### src/rtl/vsum3_lbuf.sv
// Three-row vertical summer for raster pixel streams.
// Two line buffers supply the pixels above the current one; results appear 2 cycles after the pixel.
module vsum3_lbuf #(
    parameter int DATA_W = 8,
    parameter int COLS   = 4,
    parameter int ROWS   = 5,
    parameter int MODE   = 0,
    localparam int CW    = ($clog2(COLS) > 1) ? $clog2(COLS) : 1,
    localparam int RW    = ($clog2(ROWS) > 1) ? $clog2(ROWS) : 1
) (
    input  logic              sys_clk,
    input  logic              sys_rst,
    input  logic              pi_sof,
    input  logic              pi_flag,
    input  logic [DATA_W-1:0] pi_data,
    output logic              po_flag,
    output logic [DATA_W+1:0] po_sum,
    output logic [CW-1:0]     po_col,
    output logic [RW-1:0]     po_row,
    output logic              po_eof
);

    localparam logic [DATA_W+1:0] SUM_MAX = {2'b00, {DATA_W{1'b1}}};

    logic [CW-1:0]     col_q, cur_col;
    logic [RW-1:0]     row_q, cur_row;
    logic              last_col, last_row;
    logic [DATA_W-1:0] lb1 [COLS];
    logic [DATA_W-1:0] lb2 [COLS];
    logic [DATA_W-1:0] rd1, rd2;

    logic              s1_valid, s1_eof;
    logic [DATA_W-1:0] s1_pix, s1_up1, s1_up2;
    logic [CW-1:0]     s1_col;
    logic [RW-1:0]     s1_row;

    logic              s2_valid, s2_eof;
    logic [DATA_W+1:0] s2_sum, sat_sum;
    logic [CW-1:0]     s2_col;
    logic [RW-1:0]     s2_row;

    // Start of frame overrides the stored position for the pixel arriving this cycle.
    always_comb begin
        cur_col  = pi_sof ? '0 : col_q;
        cur_row  = pi_sof ? '0 : row_q;
        last_col = (cur_col == CW'(COLS - 1));
        last_row = (cur_row == RW'(ROWS - 1));
        rd1      = lb1[cur_col];
        rd2      = lb2[cur_col];
    end

    always_ff @(posedge sys_clk or posedge sys_rst) begin
        if (sys_rst) begin
            col_q <= '0;
            row_q <= '0;
        end else if (pi_flag) begin
            col_q <= last_col ? '0 : cur_col + 1'b1;
            if (last_col)
                row_q <= last_row ? '0 : cur_row + 1'b1;
            else
                row_q <= cur_row;
        end else if (pi_sof) begin
            col_q <= '0;
            row_q <= '0;
        end
    end

    // Line buffers are never cleared; rows 0 and 1 never produce a result, so stale data is harmless.
    always_ff @(posedge sys_clk) begin
        if (pi_flag) begin
            lb2[cur_col] <= rd1;
            lb1[cur_col] <= pi_data;
        end
    end

    always_ff @(posedge sys_clk or posedge sys_rst) begin
        if (sys_rst) begin
            s1_valid <= 1'b0;
            s1_eof   <= 1'b0;
            s1_pix   <= '0;
            s1_up1   <= '0;
            s1_up2   <= '0;
            s1_col   <= '0;
            s1_row   <= '0;
        end else begin
            s1_valid <= pi_flag && (cur_row >= RW'(2));
            s1_eof   <= last_col && last_row;
            s1_pix   <= pi_data;
            s1_up1   <= rd1;
            s1_up2   <= rd2;
            s1_col   <= cur_col;
            s1_row   <= cur_row;
        end
    end

    always_ff @(posedge sys_clk or posedge sys_rst) begin
        if (sys_rst) begin
            s2_valid <= 1'b0;
            s2_eof   <= 1'b0;
            s2_sum   <= '0;
            s2_col   <= '0;
            s2_row   <= '0;
        end else begin
            s2_valid <= s1_valid;
            s2_eof   <= s1_eof;
            s2_sum   <= {2'b00, s1_pix} + {2'b00, s1_up1} + {2'b00, s1_up2};
            s2_col   <= s1_col;
            s2_row   <= s1_row;
        end
    end

    always_comb begin
        sat_sum = s2_sum;
        if (MODE == 1 && s2_sum > SUM_MAX)
            sat_sum = SUM_MAX;
    end

    // Sum and position hold their last value between result pulses.
    always_ff @(posedge sys_clk or posedge sys_rst) begin
        if (sys_rst) begin
            po_flag <= 1'b0;
            po_eof  <= 1'b0;
            po_sum  <= '0;
            po_col  <= '0;
            po_row  <= '0;
        end else begin
            po_flag <= s2_valid;
            po_eof  <= s2_valid && s2_eof;
            if (s2_valid) begin
                po_sum <= sat_sum;
                po_col <= s2_col;
                po_row <= s2_row;
            end
        end
    end

endmodule

### config.mk
export PLATFORM = sky130hd
export DESIGN_NAME = vsum3_lbuf
export DESIGN_NICKNAME = d
export VERILOG_FILES = /design/src/rtl/vsum3_lbuf.sv
export SDC_FILE = /design/constraint.sdc
export NUM_CORES = 1
export LEC_CHECK = 0
export ABC_AREA = 1
export CAP_MARGIN = 20
export CORE_MARGIN = 4
export CORE_UTILIZATION = 63
export CTS_CLUSTER_SIZE = 40
export DETAILED_ROUTE_END_ITERATION = 7
export PLACE_DENSITY = 0.89
export SETUP_SLACK_MARGIN = 0.2
export SYNTH_ARGS = -nofsm -noshare
export SYNTH_HDL_FRONTEND = slang
export SYNTH_SLANG_ARGS = --single-unit
### constraint.sdc
create_clock -name sys_clk -period 3.55 [get_ports sys_clk]
set_input_delay 0.71 -clock sys_clk [delete_from_list [all_inputs] [get_ports sys_clk]]
set_output_delay 0.71 -clock sys_clk [all_outputs]
set_load 0.1 [all_outputs]
## After elaboration in Yosys (flattened, before gate mapping)

Memories as Yosys holds them, arrays and structs flattened. A register that Yosys moved wholly into a read port is not among the register bits.
Index checks and enable logic that the tools add are counted.

| word-level totals | value |
|---|---|
| register bits after elaboration | 62 |
| RAM bits | 64 |
| bits of input ports | 12 |
| logic and storage cells | 39 |
| memories kept | 2 |

| operators by class | value |
|---|---|
| $lt $le $gt $ge | 1 |
| muxes and demuxes | 9 |
| $add $sub $neg | 4 |
| equal/unequal tests | 2 |
| reductions and logical operators | 3 |

Memories:

| memory | depth | width | rd ports | clocked after memory_dff | wr ports | line | text |
|---|---|---|---|---|---|---|---|
| lb1 | 4 | 8 | 1 | 0 | 1 | 28 | `logic [DATA_W-1:0] lb1 [COLS];` |
| lb2 | 4 | 8 | 1 | 1 | 1 | 29 | `logic [DATA_W-1:0] lb2 [COLS];` |

Operators with widths:

| kind | count |
|---|---|
| $mux W3 | 4 |
| $add A9 B8 Y10 | 1 |
| $add A8 B8 Y9 | 1 |
| $mux W2 | 3 |
| $add A3 B1 Y3 const B | 1 |
| $eq A3 B3 Y1 const B | 1 |
| $ge A3 B2 Y1 const B | 1 |
| $logic_and A1 B1 Y1 | 3 |
| $add A2 B1 Y2 const B | 1 |
| $eq A2 B2 Y1 const B | 1 |
| $mux W1 | 2 |

## Depth between registers and ports, before layout

Gate-level depths: netlist (run 1).

| depth | value |
|---|---|
| word-level depth | 5 |
| mapped depth | 10 |

## Worst setup path before layout (run 1)

No wires, ideal clock.

| path | value |
|---|---|
| path kind | in2reg |
| from | input pi_sof |
| to | memory lb1[3][0], enable pin |
| stages on the path | 5 |
| required time | 3,176 ps |
| arrival | 1,736 ps |
| path buffers | 1 |
| path slack | 1,440 ps |
| cells stage by stage | nor2_4 buf_2 ha_1 nand2_1 inv_1 |

| on the way | value |
|---|---|
| longest elaborated chain between the ends | 1 |

RTL lines:

| what | line | text |
|---|---|---|
| start, declared | 13 | `input logic pi_sof,` |
| $mux W2 | -- |  |
| net cur_col[1] | 25 | `logic [CW-1:0] col_q, cur_col;` |
| end, declared | 28 |  |

The timed path passes the listed nets, and every way through them passes these cells.

## Worst setup path in the final report (run 1)

| path | value |
|---|---|
| from | register po_col[1] |
| to | output po_col[1] |

RTL lines:

| what | line | text |
|---|---|---|
| start, declared | 18 | `output logic [CW-1:0] po_col,` |
| start signal, assigned | 131 | `po_col <= s2_col;` |

No word-level cell between the ends.

==> summary.md, run 1 <==
| Metric | Value |
|---|---|
| Worst setup EP type | `output pin` |
| Leading area contributor after synthesis | `edfxtp_1` |
| Crit path DAT | `2.09 ns` |
| Die Ht | `98.8 um` |
| Post-synthesis mux area share | `0.0325` |
| WP buf/inv | `1` |
| Final Cycle Share | `0.788` |
| Critical R2R Launch | `s1_pix[1]` |
| Layout area overhead | `16.8%` |
| Sequential cell area fraction in the yosys report | `0.707` |
| RSZ-0062 raised after global routing | `false` |
| Adder-Cell Fraction of Synth Area | `0.0684` |
| WL final | `roughly 10000 um` |
| Post-route cell area | `0.00607 mm2` |
| Worst skew pair latency | `0.52 ns` |
| Area fraction in and, or, nand and nor cells after synthesis | `0.0937` |
| Post-synth EDFFs | `between 60 and 70` |
| R2R cell count | `7` |
| Synth area leaders | `edfxtp_1 (37%), dfrtp_1 (34%), nand2_1 (5.9%)` |
| Post-Synthesis Cells | `376` |
| Vias per cell | `~5.6` |
| Mapped Nets | `411` |
| CP Class | `reg2out` |
| DR pass1 iterations | `4` |
| Number of I/O port buffers | `28` |
| Die ar. | `0.00977 mm2` |
| R2r endpoint | `s2_sum[9]` |
| Slowest cell on the critical path | `clkdlybuf4s50_1` |
| Gp weighted congestion | `~0.87` |
| Leakage | `2.68 nW` |
| DRC | `0` |
| Most common library cells after synthesis | `nand2_1 (81), dfrtp_1 (70), edfxtp_1 (64), inv_1 (30), nor2_1 (20)` |
| I/O pin cnt | `29` |
| Worst reg-to-reg setup slack | `1.41 ns` |
| Outcome | `finished clean` |
| #FFs+latches synth | `between 100 and 150` |
| CP max FO | `2` |
| CP Launch Type | `flop` |
| Clock root cell | `clkbuf_8` |
| Min-Delay Startpoint | `s1_valid` |
| Cell Rows | `32` |
| Final setup TNS | `0 ns` |
| Post-CTS sizing | `0` |
| Clock Path Buffers | `2` |
| Ratio of cells with drive above 1 in the final layout | `0.140` |
| Max incr delay on CP | `approximately 1.2 ns` |
| Final Power | `roughly 4 mW` |
| Via count | `2975` |
| Predominant post-synthesis flop cell | `dfrtp_1` |
| Fin crit period | `2.80 ns` |
| Worst slew pin tran | `0.973 ns` |
| Largest family of logic cells by synthesized area | `simple AND/OR/NAND/NOR gates` |
| Hold crit path type | `reg2reg` |
| Post-route ant nets | `0` |
| Worst path cell trace | `clkdlybuf4s50_1` |
| Post-Syn Area | `around 0.0052 mm2` |
| Worst slew margin | `0.349` |
| Delay-heaviest family, CP | `buffers and inverters` |
| Final Non-Filler Cells | `532` |
| Nets | `around 450` |
| N_diodes | `0` |
| Req. time, crit path | `2.84 ns` |
| Hold slack final | `0.348 ns` |
| Hold buffer count at cts | `0` |
| Final Hold Fails | `0` |
| CTS H-tree depth | `4` |
| Max Freq | `358 MHz` |
| Setup violators final | `0` |
| Ys async rst share | `0.522` |
| CTS clk-pin slew, worst paths | `0.06 ns` |
| # placed instances | `500` |
| Slew Limit Fails | `0` |
| Core area | `0.00789 mm2` |
| Overflow after GRT | `0` |
| Hold endpoint | `s2_valid` |
| First-pass GRT wire length | `16100 um` |
| Yosys cell types | `25` |
| Vias in the first global route | `3189` |
| Synth Warn # | `0` |
| Final Skew | `0.00882 ns` |
| Yosys top cell area share | `0.370` |
| Area post-placement | `0.00555 mm2` |
| Synthesized area per cell | `roughly 14 um2` |
| Initial Util | `0.659` |
| Top-count cell post-synth | `nand2_1` |
| TritonCTS buffer count | `17` |
| Post-CTS Setup Inserts | `0` |
| Synth Area in XOR/XNOR | `0.00674` |
| CTS sink cnt | `roughly 130` |
| Peak supply drop | `0.394 mV` |
| Initial drt markers | `285` |
| Die width | `98.8 um` |
| Global-route usage over all layers | `0.223` |
| CTS tree | `done` |
| Hold depth | `0` |
| Max cap viols | `0` |
| Pin count of the biggest net entering global routing | `47` |
| Power Dens Cells | `660 mW/mm2` |
| Post-synthesis compound-gate area fraction | `0.0501` |
| Hpwl dp | `~5800 um` |
| Number of antenna violations at the first check in global routing | `0` |
| Avg WL per Cell | `18.5 um` |
-- worst max path at each step --
stage	start	end	depth (start not counted)
5_1_grt	po_col[1]	po_col[1]	1
3_3_place_gp	pi_sof	lb1[1][6]	7
2_1_floorplan	sys_rst	col_q[0]	1
4_1_cts	po_col[1]	po_col[1]	1
3_5_place_dp	pi_sof	lb1[1][6]	7
6_report	po_col[1]	po_col[1]	1
-- state kept, by name, summed over array words and instances, names as in the netlist, 3 cells and up --
name	cells
s2_sum	10
po_sum	10
s2_row	3
s1_up2	8
lb1	32
s1_pix	8
lb2	32
po_row	3
s1_row	3
row_q	3
s1_up1	8
-- worst reg2reg max path, cell delays in order, from the launching register on --
cell     delay (ns)
dfrtp_1        0.38
fa_1           0.49
ha_1           0.24
fa_1           0.46
nand3_1        0.18
nand3_1        0.12
nand2_1        0.10
nand2_1        0.07
-- final cells by class --
type	instances	area [um2]
Inverter	33	129
Timing Repair Buffer	32	310
Clock inverter	12	76.3
Clock buffer	20	445
Tap cell	102	128
Sequential cell	134	3670
Fill cell	437	1820
Multi-Input combinational cell	199	1310
-- placed cells by master, fill, tap and decap left out, drive strengths merged --
master and count:
nor2 21, clkdlybuf4s50 28, xnor2 1, inv 38, fa 9, o21ai 20
nand4 1, mux2 15, a21oi 4, nand3 9, edfxtp 64, clkinv 5
ha 14, clkbuf 20, o2bb2ai 16, dfrtp 70, buf 4, clkinvlp 2
nand2 86, xor2 3
-- per-stage QoR --
step / utilization / setup slack [ns]
after CTS: 0.769 / 0.720
after floorplan: - / 1.07
after global routing: 0.769 / 0.707
after global placement: 0.703 / 0.727
after detailed placement: 0.703 / 0.640
final: 0.769 / 0.754
-- per-layer routing --
layer  wire length, um  up-vias  track usage
met3               510       22       0.0651
met5                 0        -            0
met4               223        0       0.0861
li1                  -     1343            -
met2              5220      113        0.372
met1              3860     1497        0.275
-- kinds of logic after synthesis --
group	after synthesis
simple gates	117
xor+xnor	4
fa+ha+maj	23
compound gates	40
mux	15
flops	134
buf+inv	43
-- report_power, final --
group	switching, mW	total (mW)	internal (mW)	leakage [nW]
clock network	0.634	1.53	0.891	0.262
logic	0.416	0.632	0.216	0.937
registers	0.0530	1.85	1.80	1.48
(Power assumes the default switching activity.)
==> run 2: changes to the inputs <==
--- a/config.mk
+++ b/config.mk
@@ -8,10 +8,10 @@
 export ABC_AREA = 1
 export CAP_MARGIN = 20
 export CORE_MARGIN = 4
-export CORE_UTILIZATION = 63
+export CORE_UTILIZATION = 59
 export CTS_CLUSTER_SIZE = 40
 export DETAILED_ROUTE_END_ITERATION = 7
-export PLACE_DENSITY = 0.89
+export PLACE_DENSITY = 0.85
 export SETUP_SLACK_MARGIN = 0.2
 export SYNTH_ARGS = -nofsm -noshare
 export SYNTH_HDL_FRONTEND = slang
==> constraint.sdc (replaced) <==
create_clock -name sys_clk -period 2.8 [get_ports sys_clk]
set_input_delay 0.56 -clock sys_clk [delete_from_list [all_inputs] [get_ports sys_clk]]
set_output_delay 0.56 -clock sys_clk [all_outputs]
set_load 0.1 [all_outputs]
==> run 2 against run 1 <==
  * Count of clock-buffer cells in the layout is 2 higher
  * Cell area increased by 1.4%
  * Critical path depth up 6
  * Critical path type is now reg2reg
==> summary.md, run 2 (synthesized netlist as in run 1, its figures left out) <==
| Metric | Value |
|---|---|
| Final Hold Fails | `0 (unchanged)` |
| Crit path DAT | `2.46 ns (+0.37 ns)` |
| Final setup TNS | `0 ns (unchanged)` |
| WL final | `9290 um (-5.4%)` |
| R2R cell count | `7 (unchanged)` |
| Pin count of the biggest net entering global routing | `45 (-4.3%)` |
| Most frequent cells in the layout | `nand2_1 (81), dfrtp_1 (70), edfxtp_1 (64), inv_1 (29), buf_4 (22)` |
| CP Class | `reg2reg` |
| DR pass1 iterations | `5 (+1)` |
| CTS sink cnt | `134 (unchanged)` |
| Dpl ws | `0.264 ns (-0.376 ns)` |
| Final Power | `5.27 mW (+31%)` |
| Post-CTS Setup Inserts | `0 (unchanged)` |
| Vias per cell | `5.51 (-1.4%)` |
| Setup violators final | `0 (unchanged)` |
| Delay-heaviest family, CP | `adder cells` |
| N_diodes | `0 (unchanged)` |
| Hpwl dp | `5590 um (-4.3%)` |
| Initial drt markers | `227 (-20%)` |
| Vias in the first global route | `2994 (-6.1%)` |
| Die ar. | `0.0104 mm2 (+6.2%)` |
| Max cap viols | `0 (unchanged)` |
| Initial Util | `0.620 (-0.0388)` |
| Worst slew pin tran | `0.611 ns (-0.363 ns)` |
| Final Skew | `0.00936 ns (+0.000535 ns)` |
| Worst setup EP type | `flop` |
| I/O pin cnt | `29 (unchanged)` |
| Core area | `0.00838 mm2 (+6.3%)` |
| R2r endpoint | `s2_sum[9]` |
| Die Ht | `102 um (+3.1%)` |
| Outcome | `finished clean` |
| Peak supply drop | `0.511 mV (+30%)` |
| Layout area overhead | `18.5%` |
| Number of antenna violations at the first check in global routing | `0 (unchanged)` |
| CTS clk-pin slew, worst paths | `0.06 ns (about the same)` |
| CP Launch Type | `flop` |
| RSZ-0062 raised after global routing | `false` |
| Global-route usage over all layers | `0.200 (-0.0227)` |
| Final WS setup | `0.730 ns (-0.0235 ns)` |
| CTS H-tree depth | `4 (unchanged)` |
| Critical R2R Launch | `s1_pix[1]` |
| Max incr delay on CP | `0.49 ns (-0.67 ns)` |
| Nets | `455 (+0.66%)` |
| Hold crit path type | `reg2reg` |
| Req. time, crit path | `3.19 ns (+0.35 ns)` |
| Overflow after GRT | `0 (unchanged)` |
| Final Cycle Share | `0.739` |
| Slowest cell on the critical path | `fa_1` |
| Fin crit period | `2.07 ns` |
| Avg WL per Cell | `17.3 um (-6.5%)` |
| Worst skew pair latency | `0.51 ns (about the same)` |
| Min-Delay Startpoint | `s1_row[0]` |
| WP buf/inv | `0 (-1)` |
| Leakage | `2.77 nW (+3.5%)` |
| Number of I/O port buffers | `28 (unchanged)` |
| Max Freq | `483 MHz` |
| Worst reg-to-reg setup slack | `0.73 ns (-0.68 ns)` |
| Slew Limit Fails | `0 (unchanged)` |
| DRC | `0 (unchanged)` |
| Hold buffer count at cts | `0 (unchanged)` |
| Largest regs | `lb1: 32 flops, lb2: 32 flops` |
| Worst path cell trace | `fa_1 -> ha_1 -> fa_1 -> nand3_1 -> nand3_1 -> nand2_1 -> nand2_1` |
| CP max FO | `3 (+1)` |
| Post-CTS sizing | `0 (unchanged)` |
| Ratio of cells with drive above 1 in the final layout | `0.187 (+0.0475)` |
| Commonest non-fill, non-tap cell in the layout | `nand2_1` |
| CTS tree | `done` |
| First-pass GRT wire length | `15200 um (-5.8%)` |
| Gp weighted congestion | `0.873 (+0.23%)` |
| Via count | `2965 (-0.34%)` |
| Clock Path Buffers | `2 (unchanged)` |
| TritonCTS buffer count | `17 (unchanged)` |
| Hold depth | `0 (unchanged)` |
| Die width | `102 um (+3.1%)` |
| Power Dens Cells | `856 mW/mm2 (+30%)` |
| Cell Rows | `33 (+3.1%)` |
| Worst slew margin | `0.593 (+0.244)` |
| Hold endpoint | `s2_row[0]` |
| Clock root cell | `clkbuf_8` |
| Post-route ant nets | `0 (unchanged)` |
==> run 2: report_power, final <==
group          internal, mW  switching (mW)
combinational         0.272           0.492
sequential             2.28          0.0679
clock                  1.34           0.817
==> run 2: per-stage QoR <==
| stage | hold WS (ns) | utilization | cell area (um2) | std cells |
|---|---|---|---|---|
| after floorplan | 0.331 | - | 5200 | 376 |
| after global placement | 0.332 | 0.663 | 5560 | 506 |
| after detailed placement | 0.335 | 0.663 | 5560 | 506 |
| after CTS | 0.345 | 0.734 | 6160 | 538 |
| after global routing | 0.362 | 0.734 | 6160 | 538 |
| final | 0.342 | 0.734 | 6160 | 538 |
==> run 2: cell type report <==
| class | instances | area, um2 |
|---|---|---|
| Timing Repair Buffer | 35 | 315 |
| Sequential cell | 134 | 3670 |
| Tap cell | 105 | 131 |
| Multi-Input combinational cell | 199 | 1310 |
| Clock buffer | 22 | 494 |
| Inverter | 33 | 129 |
| Clock inverter | 10 | 106 |
| Fill cell | 491 | 2230 |
==> run 2: how the worst max path moves through the flow <==
| stage | startpoint | to | slack [ns] | cells after the start |
|---|---|---|---|---|
| after floorplan | sys_rst | col_q[0] | 0.47 | 1 |
| after detailed placement | pi_sof | lb1[3][5] | 0.26 | 8 |
| after global placement | pi_sof | lb1[3][5] | 0.36 | 8 |
| final | s1_pix[1] | s2_sum[9] | 0.73 | 7 |
| after CTS | s1_pix[1] | s2_sum[9] | 0.74 | 7 |
| after global routing | s1_pix[1] | s2_sum[9] | 0.62 | 7 |
==> run 2: layer usage <==
layer	track usage	wire [um]	vias to the layer above
li1	-	-	1360
met1	0.269	3850	1451
met2	0.314	4490	142
met3	0.0580	831	12
met4	0.0767	117	0
met5	0	0	-
==> run 3: changes to the inputs <==
--- a/config.mk
+++ b/config.mk
@@ -8,10 +8,10 @@
 export ABC_AREA = 1
 export CAP_MARGIN = 20
 export CORE_MARGIN = 4
-export CORE_UTILIZATION = 59
+export CORE_UTILIZATION = 53
 export CTS_CLUSTER_SIZE = 40
 export DETAILED_ROUTE_END_ITERATION = 7
-export PLACE_DENSITY = 0.85
+export PLACE_DENSITY = 0.81
 export SETUP_SLACK_MARGIN = 0.2
 export SYNTH_ARGS = -nofsm -noshare
 export SYNTH_HDL_FRONTEND = slang
==> constraint.sdc (replaced) <==
create_clock -name sys_clk -period 1.7 [get_ports sys_clk]
set_input_delay 0.34 -clock sys_clk [delete_from_list [all_inputs] [get_ports sys_clk]]
set_output_delay 0.34 -clock sys_clk [all_outputs]
set_load 0.1 [all_outputs]
==> run 3 against run 2 <==
  * The flow now finishes with violations (negative setup slack)
  * Register-to-register slack worse by 0.91 ns
  * Worst hold slack worse by 0.18 ns
  * Cell count rose by 10%
  * Count of clock-buffer cells in the layout decreased by 2
  * Clock power rose by 63%
  * Die area up 10%
  * Core utilization grew 0.24 points
  * Clock skew is 0.0027 ns lower
  * Critical endpoint is now s2_sum[5]
  * Largest power group unchanged
==> summary.md, run 3 (synthesized netlist as in run 1, its figures left out) <==
| Metric | Value |
|---|---|
| Outcome | `finished, violations left` |
| Violated checks | `negative setup slack` |
| Worst slew margin | `0.580 (-0.0125)` |
| First-pass GRT wire length | `16000 um (+5.5%)` |
| Slew Limit Fails | `0 (unchanged)` |
| CP max FO | `3 (unchanged)` |
| Via count | `3043 (+2.6%)` |
| CTS tree | `done` |
| Die Ht | `107 um (+5.1%)` |
| CTS clk-pin slew, worst paths | `0.06 ns (about the same)` |
| Clock root cell | `clkbuf_8` |
| Delay-heaviest family, CP | `adder cells` |
| Post-route ant nets | `0 (unchanged)` |
| Gp weighted congestion | `0.763 (-13%)` |
| Ratio of cells with drive above 1 in the final layout | `0.322 (+0.135)` |
| Cell Rows | `35 (+6.1%)` |
| Worst Setup SP | `s1_pix[1]` |
| Max Freq | `531 MHz (+9.9%)` |
| DRC | `0 (unchanged)` |
| Setup violators final | `6 (+6)` |
| CTS H-tree depth | `4 (unchanged)` |
| Avg WL per Cell | `16.8 um (-2.6%)` |
| Leakage | `2.98 nW (+7.4%)` |
| Critical R2R Launch | `s1_pix[1]` |
| Initial Util | `0.554 (-0.0655)` |
| Vias per cell | `5.14 (-6.7%)` |
| WP buf/inv | `0 (unchanged)` |
| Fin crit period | `1.88 ns (-0.187 ns)` |
| Worst slew pin tran | `0.630 ns (+0.0188 ns)` |
| Final Power | `9.21 mW (+75%)` |
| Pin count of the biggest net entering global routing | `33 (-27%)` |
| CP Class | `reg2reg` |
| Most frequent cells in the layout | `nand2_1 (70), dfrtp_1 (70), edfxtp_1 (64), buf_4 (30)` |
| Largest regs | `lb1: 32 flops, lb2: 32 flops` |
| Final Hold Fails | `0 (unchanged)` |
| Final Skew | `0.00669 ns (-0.00267 ns)` |
| Hpwl dp | `6230 um (+11%)` |
| Clock Path Buffers | `2 (unchanged)` |
| N_diodes | `0 (unchanged)` |
| Slowest cell on the critical path | `fa_1` |
| Core area | `0.00937 mm2 (+12%)` |
| Global-route usage over all layers | `0.187 (-0.0132)` |
| Die width | `107 um (+5.1%)` |
| Hold crit path type | `in2async` |
| Layout area overhead | `32.9%` |
| Peak supply drop | `0.799 mV (+57%)` |
| I/O pin cnt | `29 (unchanged)` |
| Worst path cell trace | `fa_1 -> ha_2 -> fa_2 -> a21oi_1 -> xnor2_1` |
| Worst setup EP type | `flop` |
| Number of I/O port buffers | `28 (unchanged)` |
| Vias in the first global route | `3246 (+8.4%)` |
| Die ar. | `0.0115 mm2 (+10%)` |
| Power Dens Cells | `1330 mW/mm2 (+56%)` |
| Max incr delay on CP | `0.50 ns (about the same)` |
| Nets | `485 (+6.6%)` |
| CTS sink cnt | `134 (unchanged)` |
| RSZ-0062 raised after global routing | `true` |
| Overflow after GRT | `0 (unchanged)` |
| DR pass1 iterations | `4 (-1)` |
| Worst skew pair latency | `0.51 ns (about the same)` |
| Final Cycle Share | `1.11 (+0.368)` |
| Final WS setup | `-0.183 ns (-0.913 ns)` |
| CP Launch Type | `flop` |
| WL final | `9950 um (+7.1%)` |
| Req. time, crit path | `2.13 ns (-1.06 ns)` |
| Number of antenna violations at the first check in global routing | `0 (unchanged)` |
| Max cap viols | `0 (unchanged)` |
| TritonCTS buffer count | `17 (unchanged)` |
| Crit path DAT | `2.31 ns (-0.15 ns)` |
| Hold slack final | `0.158 ns (-0.184 ns)` |
| Initial drt markers | `121 (-47%)` |
[run 3: what timing repair did]
action                                  CTS  global route
buffers inserted                          0             1
hold buffers                              0             0
endpoints found under the setup margin   16            82
pin swaps                                 0            11
resized for setup                         6            16
gates cloned                              0             0
[run 3: power breakdown]
group / switching [mW] / internal, mW
clock network: 1.38 / 2.13
registers: 0.103 / 3.75
logic: 1.01 / 0.831
[run 3: worst paths after layout]
kind / to / slack [ns] / cells after the start
min reg2reg: s2_col[1] / 0.35 / 0
max in group asynchronous: s1_col[0] / 1.06 / 3
min: po_row[0] / 0.16 / 2
max reg2reg: s2_sum[5] / -0.18 / 5
min in group sys_clk: s1_col[1] / 0.34 / 3
max: s2_sum[5] / -0.18 / 5
[run 3: final cells by class]
type,count,area [um2]
fill,594,2470
clock inverter,12,114
clock buffer,20,468
timing repair buffer,65,818
multi-input combinational,199,1520
inverter,33,153
tap,129,161
sequential,134,3670
[run 3: layer usage]
metal	share of wire	wire length (um)	GRT usage	up-vias
li1	-	-	-	1416
met1	0.40	3950	0.214	1544
met2	0.54	5380	0.339	69
met3	0.045	444	0.0415	14
met4	0.018	175	0.0740	0
met5	0	0	0	-
[run 3: through the flow]
step	cells	TNS (ns)	util	worst slack, ns	cell area, um2
after floorplan	376	-0.200	-	-0.0746	5350
after CTS	591	-0.742	0.728	-0.173	6830
final	592	-0.860	0.737	-0.183	6910
after detailed placement	559	-27.34	0.663	-0.334	6210
after global placement	559	-22.14	0.663	-0.291	6210
after global routing	592	-1.31	0.737	-0.262	6910
